--- src/rtl/mem8_pkg.sv ---
// Shared widths, the FSM state type and the pointer-advance helper for the
// mem8 burst reader.
package mem8_pkg;
  localparam int DATA_W = 8;
  localparam int DEPTH  = 8;
  localparam int ADDR_W = 3;

  typedef enum logic [1:0] {
    IDLE = 2'd0,
    READ = 2'd1,
    DONE = 2'd2
  } state_t;

  // Natural 3-bit overflow gives the 7 -> 0 wrap.
  function automatic logic [ADDR_W-1:0] next_addr(input logic [ADDR_W-1:0] a);
    return a + 1'b1;
  endfunction
endpackage

--- src/rtl/dff_byte.sv ---
// One storage byte: enabled D register with async active-low clear.
import mem8_pkg::*;

module dff_byte (
  input  logic              clk,
  input  logic              rst_n,
  input  logic              i_en,
  input  logic [DATA_W-1:0] i_d,
  output logic [DATA_W-1:0] o_q
);
  logic [DATA_W-1:0] r_q;

  always_ff @(posedge clk or negedge rst_n) begin
    if (!rst_n)    r_q <= '0;
    else if (i_en) r_q <= i_d;
  end

  assign o_q = r_q;
endmodule

--- src/rtl/mem8_burst_reader.sv ---
// 8-byte register file with a ready/valid burst read port. The next beat is
// fetched at the transfer edge, so rd_data is a pure register (no ready path).
import mem8_pkg::*;

module mem8_burst_reader (
  input  logic              clk,
  input  logic              reset,
  input  logic              wr_en,
  input  logic [ADDR_W-1:0] wr_addr,
  input  logic [DATA_W-1:0] wr_data,
  input  logic              start,
  input  logic [ADDR_W-1:0] start_addr,
  input  logic [ADDR_W-1:0] burst_len,
  output logic [DATA_W-1:0] rd_data,
  input  logic              rd_ready,
  output logic              rd_valid,
  output logic              rd_last,
  output logic              busy,
  output logic              done
);
  logic [DEPTH-1:0][DATA_W-1:0] w_mem;
  logic [DEPTH-1:0]             w_we;
  logic [ADDR_W-1:0]            w_nxt;

  state_t            r_state;
  logic [ADDR_W-1:0] r_ptr;
  logic [ADDR_W-1:0] r_rem;
  logic [DATA_W-1:0] r_rd_data;
  logic              r_rd_valid;
  logic              r_rd_last;
  logic              r_busy;
  logic              r_done;

  genvar g;
  generate
    for (g = 0; g < DEPTH; g++) begin : g_mem
      assign w_we[g] = wr_en && (wr_addr == ADDR_W'(g));
      dff_byte u_byte (
        .clk  (clk),
        .rst_n(reset),
        .i_en (w_we[g]),
        .i_d  (wr_data),
        .o_q  (w_mem[g])
      );
    end
  endgenerate

  assign w_nxt = next_addr(r_ptr);

  // Reads sample the storage registers before this edge's write lands,
  // which is what gives old-data behaviour on a same-edge collision.
  always_ff @(posedge clk or negedge reset) begin
    if (!reset) begin
      r_state    <= IDLE;
      r_ptr      <= '0;
      r_rem      <= '0;
      r_rd_data  <= '0;
      r_rd_valid <= 1'b0;
      r_rd_last  <= 1'b0;
      r_busy     <= 1'b0;
      r_done     <= 1'b0;
    end else begin
      case (r_state)
        IDLE: begin
          r_done <= 1'b0;
          if (start) begin
            r_ptr      <= start_addr;
            r_rem      <= burst_len;
            r_rd_data  <= w_mem[start_addr];
            r_rd_valid <= 1'b1;
            r_rd_last  <= (burst_len == '0);
            r_busy     <= 1'b1;
            r_state    <= READ;
          end
        end
        READ: begin
          if (rd_ready) begin
            if (r_rem == '0) begin
              r_rd_valid <= 1'b0;
              r_rd_last  <= 1'b0;
              r_done     <= 1'b1;
              r_state    <= DONE;
            end else begin
              r_ptr     <= w_nxt;
              r_rem     <= r_rem - 1'b1;
              r_rd_data <= w_mem[w_nxt];
              r_rd_last <= (r_rem == ADDR_W'(1));
            end
          end
        end
        DONE: begin
          r_done  <= 1'b0;
          r_busy  <= 1'b0;
          r_state <= IDLE;
        end
        default: begin
          r_rd_valid <= 1'b0;
          r_rd_last  <= 1'b0;
          r_busy     <= 1'b0;
          r_done     <= 1'b0;
          r_state    <= IDLE;
        end
      endcase
    end
  end

  assign rd_data  = r_rd_data;
  assign rd_valid = r_rd_valid;
  assign rd_last  = r_rd_last;
  assign busy     = r_busy;
  assign done     = r_done;
endmodule
--- config.mk ---
export PLATFORM = sky130hd
export DESIGN_NAME = mem8_burst_reader
export DESIGN_NICKNAME = d
export VERILOG_FILES = /design/src/rtl/mem8_pkg.sv /design/src/rtl/dff_byte.sv /design/src/rtl/mem8_burst_reader.sv
export SDC_FILE = /design/constraint.sdc
export NUM_CORES = 1
export LEC_CHECK = 0
export BUFFER_PORTS_ARGS = -buffer_cell sky130_fd_sc_hd__buf_2
export CAP_MARGIN = 20
export CELL_PAD_IN_SITES_DETAIL_PLACEMENT = 1
export CELL_PAD_IN_SITES_GLOBAL_PLACEMENT = 1
export CORE_UTILIZATION = 50
export CTS_CLUSTER_DIAMETER = 150
export DETAILED_ROUTE_END_ITERATION = 10
export MAX_ROUTING_LAYER = met4
export PLACE_DENSITY = 0.88
export SLEW_MARGIN = 0
export SYNTH_ARGS = -nofsm -noshare
export SYNTH_HDL_FRONTEND = slang
export SYNTH_SLANG_ARGS = --single-unit
--- constraint.sdc ---
create_clock -name clk -period 2.2 [get_ports clk]
set_input_delay 0.11 -clock clk [delete_from_list [all_inputs] [get_ports clk]]
set_output_delay 0.11 -clock clk [all_outputs]
set_load 0.01 [all_outputs]
* Yosys cells after proc, flatten, opt, wreduce, memory -nomap -nowiden
Cells that the tools add are included.
Word-level totals: bits of input ports 22, register bits after elaboration 84, logic and storage cells 87
Operators by class: muxes and demuxes 32, $lt $le $gt $ge 2, bitwise gates (word level) 2, reduce and logical (&&, ||, !) cells 19, add/sub/neg operators 2, equal/unequal tests 14
Operator list (number):
- $bmux 8 s3 | 2
- $mux 8 | 5
- $mux 3 | 6
- $pmux 8 s2 | 1
- $eq 3x3->1 const B | 4
- $pmux 3 s2 | 2
- $logic_not 3->1 | 3
- $mux 1 | 9
- $logic_and 1x1->1 | 8
- $lt 3x4->1 const B | 2
- $ne 2x2->1 const B | 4
- $reduce_and 4->1 | 2
- $eq 3x1->1 const B | 2
- $eq 3x2->1 const B | 2
- $mux 2 | 3
- $pmux 1 s3 | 2
- $reduce_and 3->1 | 2
- $pmux 2 s2 | 1
- $reduce_and 2->1 | 2
- $add 3x1->3 const B | 1
- $sub 3x1->3 const B | 1
- $eq 2x1->1 const B | 1
- $eq 2x2->1 const B | 1
- $logic_not 2->1 | 1
- other kinds (3) | 4

* Logic depth before layout (Yosys ltp)
depth after elaboration 6, mapped depth 7, gate-level depth less buffers 6

* Cells and area by module
A second synthesis with hierarchy kept.
Unflattened totals: cell total of the unflattened synthesis 366, area total of the unflattened synthesis 4877.2 um^2
By module, submodules not included:
- dff_byte | instances 8, sequential area each 200.2 um^2, cells each 17, area each 331.6 um^2
- mem8_burst_reader | instances 1, sequential area each 500.5 um^2, cells each 230, area each 2224.6 um^2

* Worst setup path before layout
OpenSTA, ideal clock, no wires.
path type reg2reg, start point register r_ptr[0], end point register r_rd_data[0] (netlist: rd_data[0]), clock period less this slack 1.998 ns, setup time 0.066 ns, arrival time 1.933 ns, stages on the path, launching flop included 6, slack 0.202 ns, path through dfrtp_1 ha_1 xor2_4 mux4_1 a211oi_1 a22o_1
On the way: cells in the longest elaborated chain, start to end 6
Ends and longest elaborated chain:
- start: declaration | RTL line mem8_burst_reader.sv:26 | logic [ADDR_W-1:0] r_ptr;
- start signal: assignment | RTL line mem8_burst_reader.sv:67 | r_ptr <= start_addr;
- start signal: assignment | RTL line mem8_burst_reader.sv:84 | r_ptr <= w_nxt;
- $add 3x1->3 | RTL line mem8_pkg.sv:16 | return a + 1'b1;
- $bmux 8 s3 | RTL line mem8_burst_reader.sv:86 | r_rd_data <= w_mem[w_nxt];
- $mux 8 (implied by the code) | RTL line mem8_burst_reader.sv:86
- $mux 8 | RTL line mem8_burst_reader.sv:78 | if (r_rem == '0) begin
- $mux 8 | RTL line mem8_burst_reader.sv:77 | if (rd_ready) begin
- $pmux 8 s2 | RTL line mem8_burst_reader.sv:63 | case (r_state)
- end signal: assignment | RTL line mem8_burst_reader.sv:69 | r_rd_data <= w_mem[start_addr];
- end signal: assignment | RTL line mem8_burst_reader.sv:86
- end: declaration | RTL line mem8_burst_reader.sv:28 | logic [DATA_W-1:0] r_rd_data;
Every way passes these cells. The select of a mux whose other input is x is not followed. A chain may end at the register's enable or synchronous reset.

* Worst setup path after layout
start point register r_ptr[0], end point register r_rd_data[6] (netlist: rd_data[6])
Same word-level chain as after synthesis.

==> impl_summary.log <==
INFO  metric initial_drc_count = 128
INFO  metric firstDrtPassIters = 4
INFO  metric syn2layout_area_growth = 11.9%
INFO  metric die-width = 97.3 microns
INFO  metric worst-r2r-cell-count = 6
INFO  metric buffer_ports.inserted = 33
INFO  metric dp_hpwl = 7470 microns
INFO  metric number_of_placed_i_o_pins = 34
INFO  metric timing.critical_path.fanout_max = 25
INFO  metric globalRoute.busiestLayer = met2
INFO  metric clk-insertion-delay-late = 360 ps
INFO  metric path_class = reg2reg
INFO  metric wirelength = 11500 microns
INFO  metric synth.area.mux_share = 37.1%
INFO  metric drv_cap = 0
INFO  metric hold_path.startpoint = wr_data[0]
INFO  metric timing.hold.worst.class = in2reg
INFO  metric cts_tree = done
INFO  metric syn_area = 4540 sq um
INFO  metric post_synth_inst_count = 325
INFO  metric grt_util_met3 = 3.88%
INFO  metric total_grt_overflow = 0
INFO  metric drt.antenna.violating_nets = 0
INFO  metric relSlewSlack = 50.6%
INFO  metric max-clock-path-buffers = 2
INFO  metric cts.sinks = 84
INFO  metric syn_avg_cell_area = 14.0 sq um
INFO  metric std_cell_rows = 34
INFO  metric critPathLaunchType = flip-flop
INFO  metric total_power = 6.60 mW
INFO  metric layout.cells.most_common = sky130_fd_sc_hd__dfrtp_1
INFO  metric nets = 389
INFO  metric synth-adder-area-share = 1.10%
INFO  metric hold-path-endpoint = g_mem[4].u_byte.o_q[0]$_DFFE_PN0P_
INFO  metric clk_root_buffer_cell = sky130_fd_sc_hd__clkbuf_8
INFO  metric effective_utilization_at_floorplan = 51.8%
INFO  metric synth_edf_count = 0
INFO  metric power_density = 1300 nW/um^2
INFO  metric proportion_of_register_bits_with_asynchronous_set_or_reset_after_synthesis = 100%
INFO  metric cts_htree_levels = 3
INFO  metric fin_tns_setup = 0 ps
INFO  metric post_cts.repair.setup_buffers = 0
INFO  metric yosys.area_share.xor_xnor = 0.606%
INFO  metric synthesized_net_count = 351
INFO  metric r2r_end = rd_data[6]$_DFFE_PN0P_
INFO  metric layout_worst_path_cycle_share = 97.4%
INFO  metric hold-path-cell-count = 2
INFO  metric required_time_at_the_worst_slack_endpoint = 2500 ps
INFO  metric timing.critical_path.arrival = 2440 ps
INFO  metric grt_start_max_net_pins = 51
INFO  metric antenna_cells = 0
INFO  metric antenna_found_initial = 0
INFO  metric grt_util_met1 = 35.4%
INFO  metric worst-slew-pin-transition = 737 ps
INFO  metric hold_viol = 0
INFO  metric synth-simple-area-share = 5.60%
INFO  metric numCtsBuffers = 9
INFO  metric yosys_warnings = 0
INFO  metric crit-reg2reg-launch = r_ptr[0]$_DFFE_PN0P_
INFO  metric synth_top_flop_cell = sky130_fd_sc_hd__dfrtp_1
INFO  metric ys_ff_latch = 84
INFO  metric synth_top_family_by_area = multiplexers
INFO  metric routed_via_density = 6.22
INFO  metric wl_per_cell = 24.2 microns
INFO  metric clock_skew = 6.96 ps
INFO  metric r2r_setup_slack = 60 ps
INFO  metric final_worst_path_period_need = 2140 ps
INFO  metric first_global_vias = 3268
INFO  metric wire_length_of_the_first_global_routing_pass = 18500 microns
INFO  metric maxSlewViolCount = 0
INFO  metric leading_cell_types_in_the_layout_fill_and_taps_excluded = sky130_fd_sc_hd__dfrtp_1, sky130_fd_sc_hd__mux2_2, sky130_fd_sc_hd__mux2i_1
INFO  metric utilization = 58.0%
INFO  metric layout-drive-gt1-share = 43.2%
INFO  metric maxClockFrequency = 0.467 GHz
INFO  metric power.ir.vdd_worst = 0.000593 V
INFO  metric path_clk_slew = 90 ps
INFO  metric die-height = 97.3 microns
INFO  metric worst_setup_path_end_kind = flip-flop
INFO  metric detailroute.via_count = 2960
INFO  metric leakagePower = 2.21 nW
INFO  metric complex_gate_fraction_of_the_synthesized_area = 5.84%
INFO  metric outcome = finished clean
INFO  metric globalRouteTotalUtil = 26.5%
INFO  metric fp.dieArea = 9460 sq um
INFO  metric setup_viol = 0
INFO  metric dp.cells = 459
INFO  metric met2_resource_use_gr = 43.0%
INFO  metric fp.coreArea = 8760 sq um
INFO  metric gp_congestion = 0.750
INFO  metric number_of_library_cell_types_mapped_by_synthesis = 39
INFO  metric synth-seq-area-share = 46.3%
INFO  metric stdcell_count = 476
INFO  metric drcViolationCount = 0
-- flip-flops by register name, indices dropped and copies added, names as in the netlist --
| register | count |
|---|---|
| rd_last | 1 |
| g_mem.u_byte.o_q | 64 |
| rd_valid | 1 |
| rd_data | 8 |
| r_ptr | 3 |
| r_state | 2 |
| r_rem | 3 |
| done | 1 |
| busy | 1 |
-- worst max-delay path, stage by stage, from the launching register on --
cell	delay (ps)
sky130_fd_sc_hd__dfrtp_1	410
sky130_fd_sc_hd__ha_2	370
sky130_fd_sc_hd__buf_12	220
sky130_fd_sc_hd__mux2i_1	120
sky130_fd_sc_hd__mux4_2	490
sky130_fd_sc_hd__a211oi_1	300
sky130_fd_sc_hd__a22o_1	160
-- how the worst max path moves through the flow --
stage                         startpoint                      to  slack (ps)  cells after the start
finish              r_ptr[0]$_DFFE_PN0P_  rd_data[6]$_DFFE_PN0P_          60                      6
detailed placement  r_ptr[0]$_DFFE_PN0P_  rd_data[6]$_DFFE_PN0P_         110                      6
CTS                 r_ptr[0]$_DFFE_PN0P_  rd_data[2]$_DFFE_PN0P_          90                      6
global placement    r_ptr[0]$_DFFE_PN0P_  rd_data[1]$_DFFE_PN0P_         210                      6
global route        r_ptr[0]$_DFFE_PN0P_  rd_data[2]$_DFFE_PN0P_         -20                      6
floorplan           r_ptr[0]$_DFFE_PN0P_  rd_data[0]$_DFFE_PN0P_         200                      5
-- through the flow --
step | setup slack (ps) | hold WS, ps | instance area [sq um]
floorplan | 202 | -186 | 4540
global placement | 206 | 103 | 4850
detailed placement | 108 | 114 | 4850
CTS | 89.3 | 86.3 | 5070
global route | -21.9 | 103 | 5080
finish | 57.3 | 88.3 | 5080
-- Yosys cell counts, types with 4 or more instances --
master | count | area share, %
sky130_fd_sc_hd__a211oi_1 | 9 | 1.5
sky130_fd_sc_hd__a21oi_1 | 4 | 0.44
sky130_fd_sc_hd__a22o_1 | 8 | 1.5
sky130_fd_sc_hd__buf_2 | 4 | 0.44
sky130_fd_sc_hd__clkbuf_1 | 11 | 0.91
sky130_fd_sc_hd__dfrtp_1 | 84 | 46
sky130_fd_sc_hd__ha_1 | 4 | 1.1
sky130_fd_sc_hd__inv_1 | 5 | 0.41
sky130_fd_sc_hd__mux2_2 | 64 | 16
sky130_fd_sc_hd__mux2i_1 | 41 | 9.0
sky130_fd_sc_hd__mux4_2 | 21 | 10
sky130_fd_sc_hd__nand2_1 | 10 | 0.83
sky130_fd_sc_hd__nor2_1 | 10 | 0.83
sky130_fd_sc_hd__o21ai_0 | 7 | 0.77
-- power breakdown --
part / internal, mW / switching, mW
combinational: 1.65 / 1.45
sequential: 1.98 / 0.378
clock: 0.584 / 0.564
total: 4.21 / 2.39
-- per-layer routing --
layer	routed length, microns	vias to the layer above
li1	-	1312
met1	5250	1588
met2	5870	51
met3	316	9
met4	106	0
met5	0	-
-- kinds of logic (layout without fill, tap and decap cells) --
group / Yosys count / in the layout
DFF: 84 / 84
adders and majority gates: 4 / 4
buffers and inverters: 27 / 70
and+or+nand+nor: 44 / 44
AOI/OAI and AO/OA: 36 / 36
xor gates and xnor gates: 1 / 1
muxes: 129 / 129
-- layout make-up --
class / count / area [sq um]
Clock buffer: 12 / 155
Clock inverter: 4 / 47.5
Fill cell: 859 / 3680
Inverter: 5 / 18.8
Multi-Input combinational cell: 214 / 2290
Sequential cell: 84 / 2100
Tap cell: 108 / 135
Timing Repair Buffer: 49 / 328
-- repair_timing --
| action | 4_1_cts | 5_1_grt |
|---|---|---|
| hold buffers | 1 | 0 |
| resized for setup | 0 | 3 |
| setup endpoints to repair | 0 | 3 |
| hold endpoints to repair | 34 | 0 |
No activity file was read; power rests on OpenSTA's default activity.
